==> config.mk <==
export PLATFORM = sky130hd
export DESIGN_NAME = video_fetch_flat
export DESIGN_NICKNAME = d
export VERILOG_FILES = /design/src/rtl/video_fetch_if.sv /design/src/rtl/video_fetch.sv /design/src/flat_wrapper.sv
export SDC_FILE = /design/constraint.sdc
export NUM_CORES = 2
export LEC_CHECK = 0
export CAP_MARGIN = 15
export CORE_UTILIZATION = 30
export CTS_CLUSTER_SIZE = 16
export DETAILED_ROUTE_END_ITERATION = 6
export GPL_TIMING_DRIVEN = 0
export PLACE_DENSITY = 0.52
export SLEW_MARGIN = 20
export SYNTH_ARGS = -nofsm -noshare
export SYNTH_HDL_FRONTEND = slang
export SYNTH_SLANG_ARGS = --single-unit
==> constraint.sdc <==
create_clock -name clk -period 4.8 [get_ports clk]
set_input_delay 0.72 -clock clk [delete_from_list [all_inputs] [get_ports clk]]
set_output_delay 0.72 -clock clk [all_outputs]
set_load 0.005 [all_outputs]
==> src/rtl/video_fetch_if.sv <==
// Memory read-burst port between the framebuffer prefetcher and SDRAM.
//   mem_req    : burst read request, held until mem_ack
//   mem_addr   : burst start word address, stable while mem_req=1
//   mem_ack    : one-cycle request-accepted strobe
//   mem_rvalid : read data beat valid (BURST beats per ack, may be gapped)
//   mem_rdata  : read data beat
interface video_fetch_if #(
  parameter int unsigned ADDR_W = 24
) ();
  logic              mem_req;
  logic [ADDR_W-1:0] mem_addr;
  logic              mem_ack;
  logic              mem_rvalid;
  logic [31:0]       mem_rdata;

  modport master (
    output mem_req, mem_addr,
    input  mem_ack, mem_rvalid, mem_rdata
  );

  modport slave (
    input  mem_req, mem_addr,
    output mem_ack, mem_rvalid, mem_rdata
  );
endinterface

==> src/rtl/video_fetch.sv <==
// Framebuffer prefetch stage feeding a 16bpp video controller.
// Streams 32-bit words from SDRAM in bursts into a show-ahead FIFO and
// restarts at fb_base on every vsync rising edge.
//   clk, rst_n : clock, asynchronous active-low reset
//   fb_base    : framebuffer word base, sampled at vsync rising edge
//   vsync      : vsync from the video controller (active high)
//   vid_req    : one-cycle pop strobe from the video controller
//   viddata    : FIFO head word, 0 when empty (combinational)
//   underflow  : sticky, vid_req seen while FIFO empty
//   mem        : memory burst read port (master side)
module video_fetch #(
  parameter int unsigned H_RES  = 640,
  parameter int unsigned V_RES  = 480,
  parameter int unsigned ADDR_W = 24,
  parameter int unsigned DEPTH  = 64,
  parameter int unsigned BURST  = 8
) (
  input  logic              clk,
  input  logic              rst_n,
  input  logic [ADDR_W-1:0] fb_base,
  input  logic              vsync,
  input  logic              vid_req,
  output logic [31:0]       viddata,
  output logic              underflow,
  video_fetch_if.master     mem
);
  localparam int unsigned FRAME_WORDS = H_RES * V_RES / 2;
  localparam int unsigned PTR_W       = $clog2(DEPTH);
  localparam int unsigned CNT_W       = $clog2(DEPTH + 1);
  localparam int unsigned BEAT_W      = $clog2(BURST + 1);
  localparam int unsigned FETCH_W     = $clog2(FRAME_WORDS + 1);

  typedef enum logic [1:0] {S_IDLE, S_REQ, S_DATA, S_DRAIN} state_t;

  state_t             r_state, w_state_nxt;
  logic               r_vsync_q, r_armed, r_mem_req, r_underflow;
  logic [ADDR_W-1:0]  r_addr, r_mem_addr;
  logic [FETCH_W-1:0] r_fetched;
  logic [BEAT_W-1:0]  r_beats;
  logic [CNT_W-1:0]   r_count;
  logic [PTR_W-1:0]   r_wr_ptr, r_rd_ptr;
  logic [31:0]        r_fifo [DEPTH];

  logic w_vs_rise, w_space_ok, w_issue, w_ack_take, w_beat, w_push, w_pop, w_last_beat;

  assign w_vs_rise   = vsync & ~r_vsync_q;
  // r_beats doubles as the outstanding-word count of the single in-flight burst
  assign w_space_ok  = (32'(r_count) + 32'(r_beats) + BURST) <= DEPTH;
  assign w_pop       = vid_req && (r_count != '0) && !w_vs_rise;
  assign w_last_beat = w_beat && (r_beats == BEAT_W'(1));

  // State register
  always_ff @(posedge clk or negedge rst_n) begin
    if (!rst_n) r_state <= S_IDLE;
    else        r_state <= w_state_nxt;
  end

  // Next-state logic
  always_comb begin
    w_state_nxt = r_state;
    case (r_state)
      S_IDLE:  if (w_issue) w_state_nxt = S_REQ;
      S_REQ: begin
        if (mem.mem_ack)    w_state_nxt = w_vs_rise ? S_DRAIN : S_DATA;
        else if (w_vs_rise) w_state_nxt = S_IDLE;
      end
      S_DATA: begin
        if (w_last_beat)    w_state_nxt = S_IDLE;
        else if (w_vs_rise) w_state_nxt = S_DRAIN;
      end
      S_DRAIN: if (w_last_beat) w_state_nxt = S_IDLE;
      default: w_state_nxt = S_IDLE;
    endcase
  end

  // Per-state control strobes; beats arriving with vs_rise belong to the old frame
  always_comb begin
    w_issue    = 1'b0;
    w_ack_take = 1'b0;
    w_beat     = 1'b0;
    w_push     = 1'b0;
    case (r_state)
      S_IDLE:  w_issue = r_armed && (32'(r_fetched) < FRAME_WORDS) && w_space_ok && !w_vs_rise;
      S_REQ:   w_ack_take = mem.mem_ack && !w_vs_rise;
      S_DATA: begin
        w_beat = mem.mem_rvalid;
        w_push = mem.mem_rvalid && !w_vs_rise;
      end
      S_DRAIN: w_beat = mem.mem_rvalid;
      default: ;
    endcase
  end

  // Frame address/progress tracking and memory request outputs
  always_ff @(posedge clk or negedge rst_n) begin
    if (!rst_n) begin
      r_vsync_q   <= 1'b0;
      r_armed     <= 1'b0;
      r_addr      <= '0;
      r_fetched   <= '0;
      r_beats     <= '0;
      r_mem_req   <= 1'b0;
      r_mem_addr  <= '0;
      r_underflow <= 1'b0;
    end else begin
      r_vsync_q <= vsync;
      if (w_vs_rise) begin
        r_addr    <= fb_base;
        r_fetched <= '0;
        r_armed   <= 1'b1;
      end else if (w_ack_take) begin
        r_addr    <= r_addr + ADDR_W'(BURST);
        r_fetched <= r_fetched + FETCH_W'(BURST);
      end
      if (r_state == S_REQ && mem.mem_ack) r_beats <= BEAT_W'(BURST);
      else if (w_beat)                     r_beats <= r_beats - BEAT_W'(1);
      if (w_issue) begin
        r_mem_req  <= 1'b1;
        r_mem_addr <= r_addr;
      end else if (r_state == S_REQ && (mem.mem_ack || w_vs_rise)) begin
        r_mem_req  <= 1'b0;
      end
      if (w_vs_rise)                       r_underflow <= 1'b0;
      else if (vid_req && r_count == '0)   r_underflow <= 1'b1;
    end
  end

  // FIFO pointers and occupancy; vs_rise flushes
  always_ff @(posedge clk or negedge rst_n) begin
    if (!rst_n) begin
      r_count  <= '0;
      r_wr_ptr <= '0;
      r_rd_ptr <= '0;
    end else if (w_vs_rise) begin
      r_count  <= '0;
      r_wr_ptr <= '0;
      r_rd_ptr <= '0;
    end else begin
      if (w_push) r_wr_ptr <= r_wr_ptr + PTR_W'(1);
      if (w_pop)  r_rd_ptr <= r_rd_ptr + PTR_W'(1);
      if (w_push && !w_pop)      r_count <= r_count + CNT_W'(1);
      else if (!w_push && w_pop) r_count <= r_count - CNT_W'(1);
    end
  end

  // FIFO storage; contents are only visible through a non-zero count
  always_ff @(posedge clk) begin
    if (w_push) r_fifo[r_wr_ptr] <= mem.mem_rdata;
  end

  assign viddata      = (r_count != '0) ? r_fifo[r_rd_ptr] : 32'd0;
  assign underflow    = r_underflow;
  assign mem.mem_req  = r_mem_req;
  assign mem.mem_addr = r_mem_addr;
endmodule

==> src/flat_wrapper.sv <==
// flat-port wrapper written by rule: the top's interface ports become plain ports
module video_fetch_flat 
#(
  parameter int unsigned H_RES  = 640,
  parameter int unsigned V_RES  = 480,
  parameter int unsigned ADDR_W = 24,
  parameter int unsigned DEPTH  = 64,
  parameter int unsigned BURST  = 8
)
  (clk, rst_n, fb_base, vsync, vid_req, viddata, underflow, mem_mem_req, mem_mem_addr, mem_mem_ack, mem_mem_rvalid, mem_mem_rdata);
  video_fetch_if #(.ADDR_W(ADDR_W)) mem_i ();
  input  logic clk;
  input  logic rst_n;
  input  logic [ADDR_W-1:0] fb_base;
  input  logic vsync;
  input  logic vid_req;
  output logic [31:0] viddata;
  output logic underflow;
  output wire logic [$bits(mem_i.mem_req)-1:0] mem_mem_req;
  output wire logic [$bits(mem_i.mem_addr)-1:0] mem_mem_addr;
  input wire logic [$bits(mem_i.mem_ack)-1:0] mem_mem_ack;
  input wire logic [$bits(mem_i.mem_rvalid)-1:0] mem_mem_rvalid;
  input wire logic [$bits(mem_i.mem_rdata)-1:0] mem_mem_rdata;
  assign mem_mem_req = mem_i.mem_req;
  assign mem_mem_addr = mem_i.mem_addr;
  assign mem_i.mem_ack = mem_mem_ack;
  assign mem_i.mem_rvalid = mem_mem_rvalid;
  assign mem_i.mem_rdata = mem_mem_rdata;
  video_fetch #(.H_RES(H_RES), .V_RES(V_RES), .ADDR_W(ADDR_W), .DEPTH(DEPTH), .BURST(BURST)) u_core (.clk(clk), .rst_n(rst_n), .fb_base(fb_base), .vsync(vsync), .vid_req(vid_req), .viddata(viddata), .underflow(underflow), .mem(mem_i));
endmodule
==> run summary <==
Commonest non-fill, non-tap cell in the layout -> edfxtp_1
Fill cell count -> 24500
Die Height -> 527 µm
Worst VDD drop -> 0.382 mV
Nets@finish -> 4096
Crit share post-route -> 102%
CTS tree -> built
Largest net degree at the start of global routing -> 65
Vias in the first global route -> 40700
Max_cap viols -> 0
Mapped Avg Cell Area -> 23.6 µm²
CTS Sinks -> 2140
Worst setup path class -> flip-flop to output port
Slew HR -> 26.9%
RSZ-0062 raised after global routing -> yes
Fin cells -> 7792
Clock-pin slew on the worst setup and hold paths -> 60 ps
Post-synth EDFFs -> 2048
Total Wirelength -> 247 mm
DRC -> 0
Yosys cell types -> 56
Most frequent cells in the layout -> edfxtp_1, mux4_2, clkbuf_16
Max stage delay on crit path -> 620 ps
Routed Antenna Nets -> 0
Initial antenna violation count -> 11
Final RePlAce weighted congestion -> 0.941
Minimum clock period -> 4890 ps
Syn Inst Count -> 3499
Synth async-reset ratio -> 4.30%
Worst Path Required -> 4080 ps
Sw Pwr -> 15.7 mW
Buf/Inv on CP -> 5
Final Hold Fails -> 0
Final setup violation count -> 6
CP Data Arrival Time -> 4170 ps
Post-Syn Area -> 0.0826 mm²
Critical path's slowest cell -> mux4_2
Register share of total power -> 39.8%
Worst-path fanout max -> 10
Clock power share -> 31.4%
WL/cell -> 31.7 µm
Clock skew -> 66.7 ps
First-pass GRT wire length -> 338 mm
Die Width -> 527 µm
Slew @ Worst Pin -> 1100 ps
Detailed-route via count -> 40100
Mapped Nets -> 3580
Row cnt -> 192
Iter 0 DRT Violations -> 4351
Clk Latency, worst-skew pair -> 870 ps
Placed Cells incl. Taps -> 7359
Combinational share of power -> 28.8%
Startpoint class of the critical path -> flip-flop
Core ar. -> 0.274 mm²
Crit path max-delay family -> multiplexers
Post-layout worst setup margin -> -91.3 ps
DP Worst Slack -> -1100 ps
Initial Utilization -> 30.2%
Share of layout cells above drive strength 1 -> 35.2%
Die area -> 0.277 mm²
Synth warn -> 0
CTS H-Tree Depth -> 4
Num CTS Buffers -> 221
Outcome -> finished, violations left
GRT Overall Usage -> 17.7%
Pwr dens -> 518 mW/mm²
FF+latch count, synth -> 2140
Crit end category -> output port
P_int -> 37.0 mW
Failing checks -> setup timing
DP HPWL -> 167 mm
Critical Path, Cell by Cell -> buf_12 -> clkbuf_16 -> buf_16 -> buf_16 -> mux4_2 -> mux4_2 -> mux2i_4 -> o22ai_4 -> clkdlybuf4s50_1
Net Sw Frac -> 29.8%
# IOs -> 120
Top cells by area, synth -> edfxtp_1, mux4_2, dfrtp_1
Post-synth top area share -> 74.5%
Deepest clock path buffer count -> 3
Min-delay worst type -> input port to flip-flop
Setup_tns -> -344 ps
Number of port buffers -> 119
Final Util -> 37.1%
Area grow syn2layout -> 23.0%
Grt ovf -> 0
Static Leak -> 31.4 nW
DR pass1 iterations -> 7
Post-synth top area cell -> edfxtp_1
Final Slew Violations -> 0
Prevailing post-synth register cell -> edfxtp_1
Root Buffer -> clkbuf_16
Register area share after synthesis -> 77.2%
Fmax -> 0.204 GHz
Routed vias/inst -> 5.14
layer usage:
| metal | part of all wire [%] | track usage [%] | up-vias | routed length [µm] |
|---|---|---|---|---|
| li1 | - | - | 16000 | - |
| met1 | 42 | 23.7 | 22100 | 103000 |
| met2 | 48 | 28.6 | 1587 | 118000 |
| met3 | 7.2 | 3.71 | 322 | 17800 |
| met4 | 3.1 | 5.55 | 0 | 7700 |
| met5 | 0 | 0 | - | 0 |
power groups by stage:
stage	clock, mW	sequential [mW]	combinational, mW
after floorplan	0	21.3	7.37
after global placement	0	21.4	13.2
after detailed placement	0	21.3	13.3
after CTS	16.8	20.9	14.8
after global routing	17.5	21.0	15.7
final	16.5	20.9	15.2
cell families (layout without fill, tap and decap cells):
logic type	Yosys count	in the layout	synth area share, %
AND/OR/NAND/NOR	262	262	1.43
flip-flops	2140	2140	77.2
AO/OA/AOI/OAI	98	98	0.732
multiplexers	732	732	18.7
XOR/XNOR	53	53	0.571
buffers and inverters	195	893	1.03
adder cells (fa/ha/maj)	19	19	0.306
other	0	6	0
final cells by class:
class,count,area (µm²),area share [%]
diodes,6,15.0,0.0148
inverters,9,33.8,0.0332
well taps,3589,4490,4.42
clock inverters,117,1050,1.03
flip-flops and latches,2140,63800,62.8
plain buffers,186,2020,1.99
clock buffers,288,5860,5.77
repair buffers,293,5120,5.04
multi-input cells,1164,19200,18.9
path summary, 6_finish.rpt:
| path | slack [ps] | end | cells past startpoint | from |
|---|---|---|---|---|
| setup / recovery | -90 | viddata[14] | 9 | u_core.r_rd_ptr[0] |
| hold / removal | 110 | u_core.r_fifo[47][14] | 1 | mem_mem_rdata[14] |
| setup reg to reg | 330 | u_core.r_count[6] | 16 | u_core.r_count[4] |
| hold reg to reg | 480 | u_core.r_addr[0] | 2 | u_core.r_addr[0] |
| max in group asynchronous | 3750 | u_core.r_rd_ptr[0] | 3 | rst_n |
| min in group asynchronous | 400 | u_core.mem.mem_addr[9] | 2 | rst_n |
through the flow:
| stage | power [mW] | cell area [µm²] | hold slack, ps |
|---|---|---|---|
| 4_1_cts | 52.6 | 101000 | 34.7 |
| 6_report | 52.6 | 102000 | 114 |
| 2_1_floorplan | 28.6 | 82600 | 424 |
| 5_1_grt | 54.2 | 102000 | 74.2 |
| 3_3_place_gp | 34.5 | 88300 | 469 |
| 3_5_place_dp | 34.7 | 92400 | 462 |
sequential cells by signal, summed over array words and instances, names as in the netlist:
| name | flops |
|---|---|
| u_core.r_state | 2 |
| u_core.r_armed | 1 |
| u_core.r_addr | 24 |
| u_core.r_fifo | 2048 |
| u_core.mem.mem_addr | 24 |
| u_core.mem.mem_req | 1 |
| u_core.r_count | 7 |
| u_core.r_beats | 4 |
| u_core.underflow | 1 |
| u_core.r_wr_ptr | 6 |
| u_core.r_rd_ptr | 6 |
| u_core.r_fetched | 15 |
| u_core.r_vsync_q | 1 |
worst reg2reg max path, cell delays in order, from the launching register on:
cell,delay (ps)
dfrtp_1,380
buf_2,190
nor4_1,430
nand2_1,400
and2_1,290
clkbuf_1,310
nand2_1,170
ha_1,220
inv_1,150
ha_1,340
nor2b_1,160
o21ai_0,230
a21oi_1,140
o21a_1,190
or4_1,420
a211oi_1,240
a31o_2,130
synth_stat cells, types with 13 or more instances:
library cell / number
dfrtp_1: 92
buf_1: 22
buf_2: 62
edfxtp_1: 2048
xor2_1: 39
mux2_4: 19
clkbuf_1: 97
a21oi_1: 14
ha_1: 17
o21ai_0: 31
o22ai_1: 33
mux4_2: 640
mux2i_1: 67
nand2_1: 69
xnor2_1: 13
nand3_1: 21
nor2_1: 111
timing repair:
| action | CTS | global route |
|---|---|---|
| pin swaps | 2 | 8 |
| gates cloned | 0 | 4 |
| setup buffers | 1 | 16 |
| endpoints found under the setup margin | 32 | 30 |
| resized for setup | 437 | 71 |
| hold buffers | 1 | 0 |
| endpoints found under the hold margin | 51 | 0 |
No activity file was read; power rests on OpenSTA's default activity.
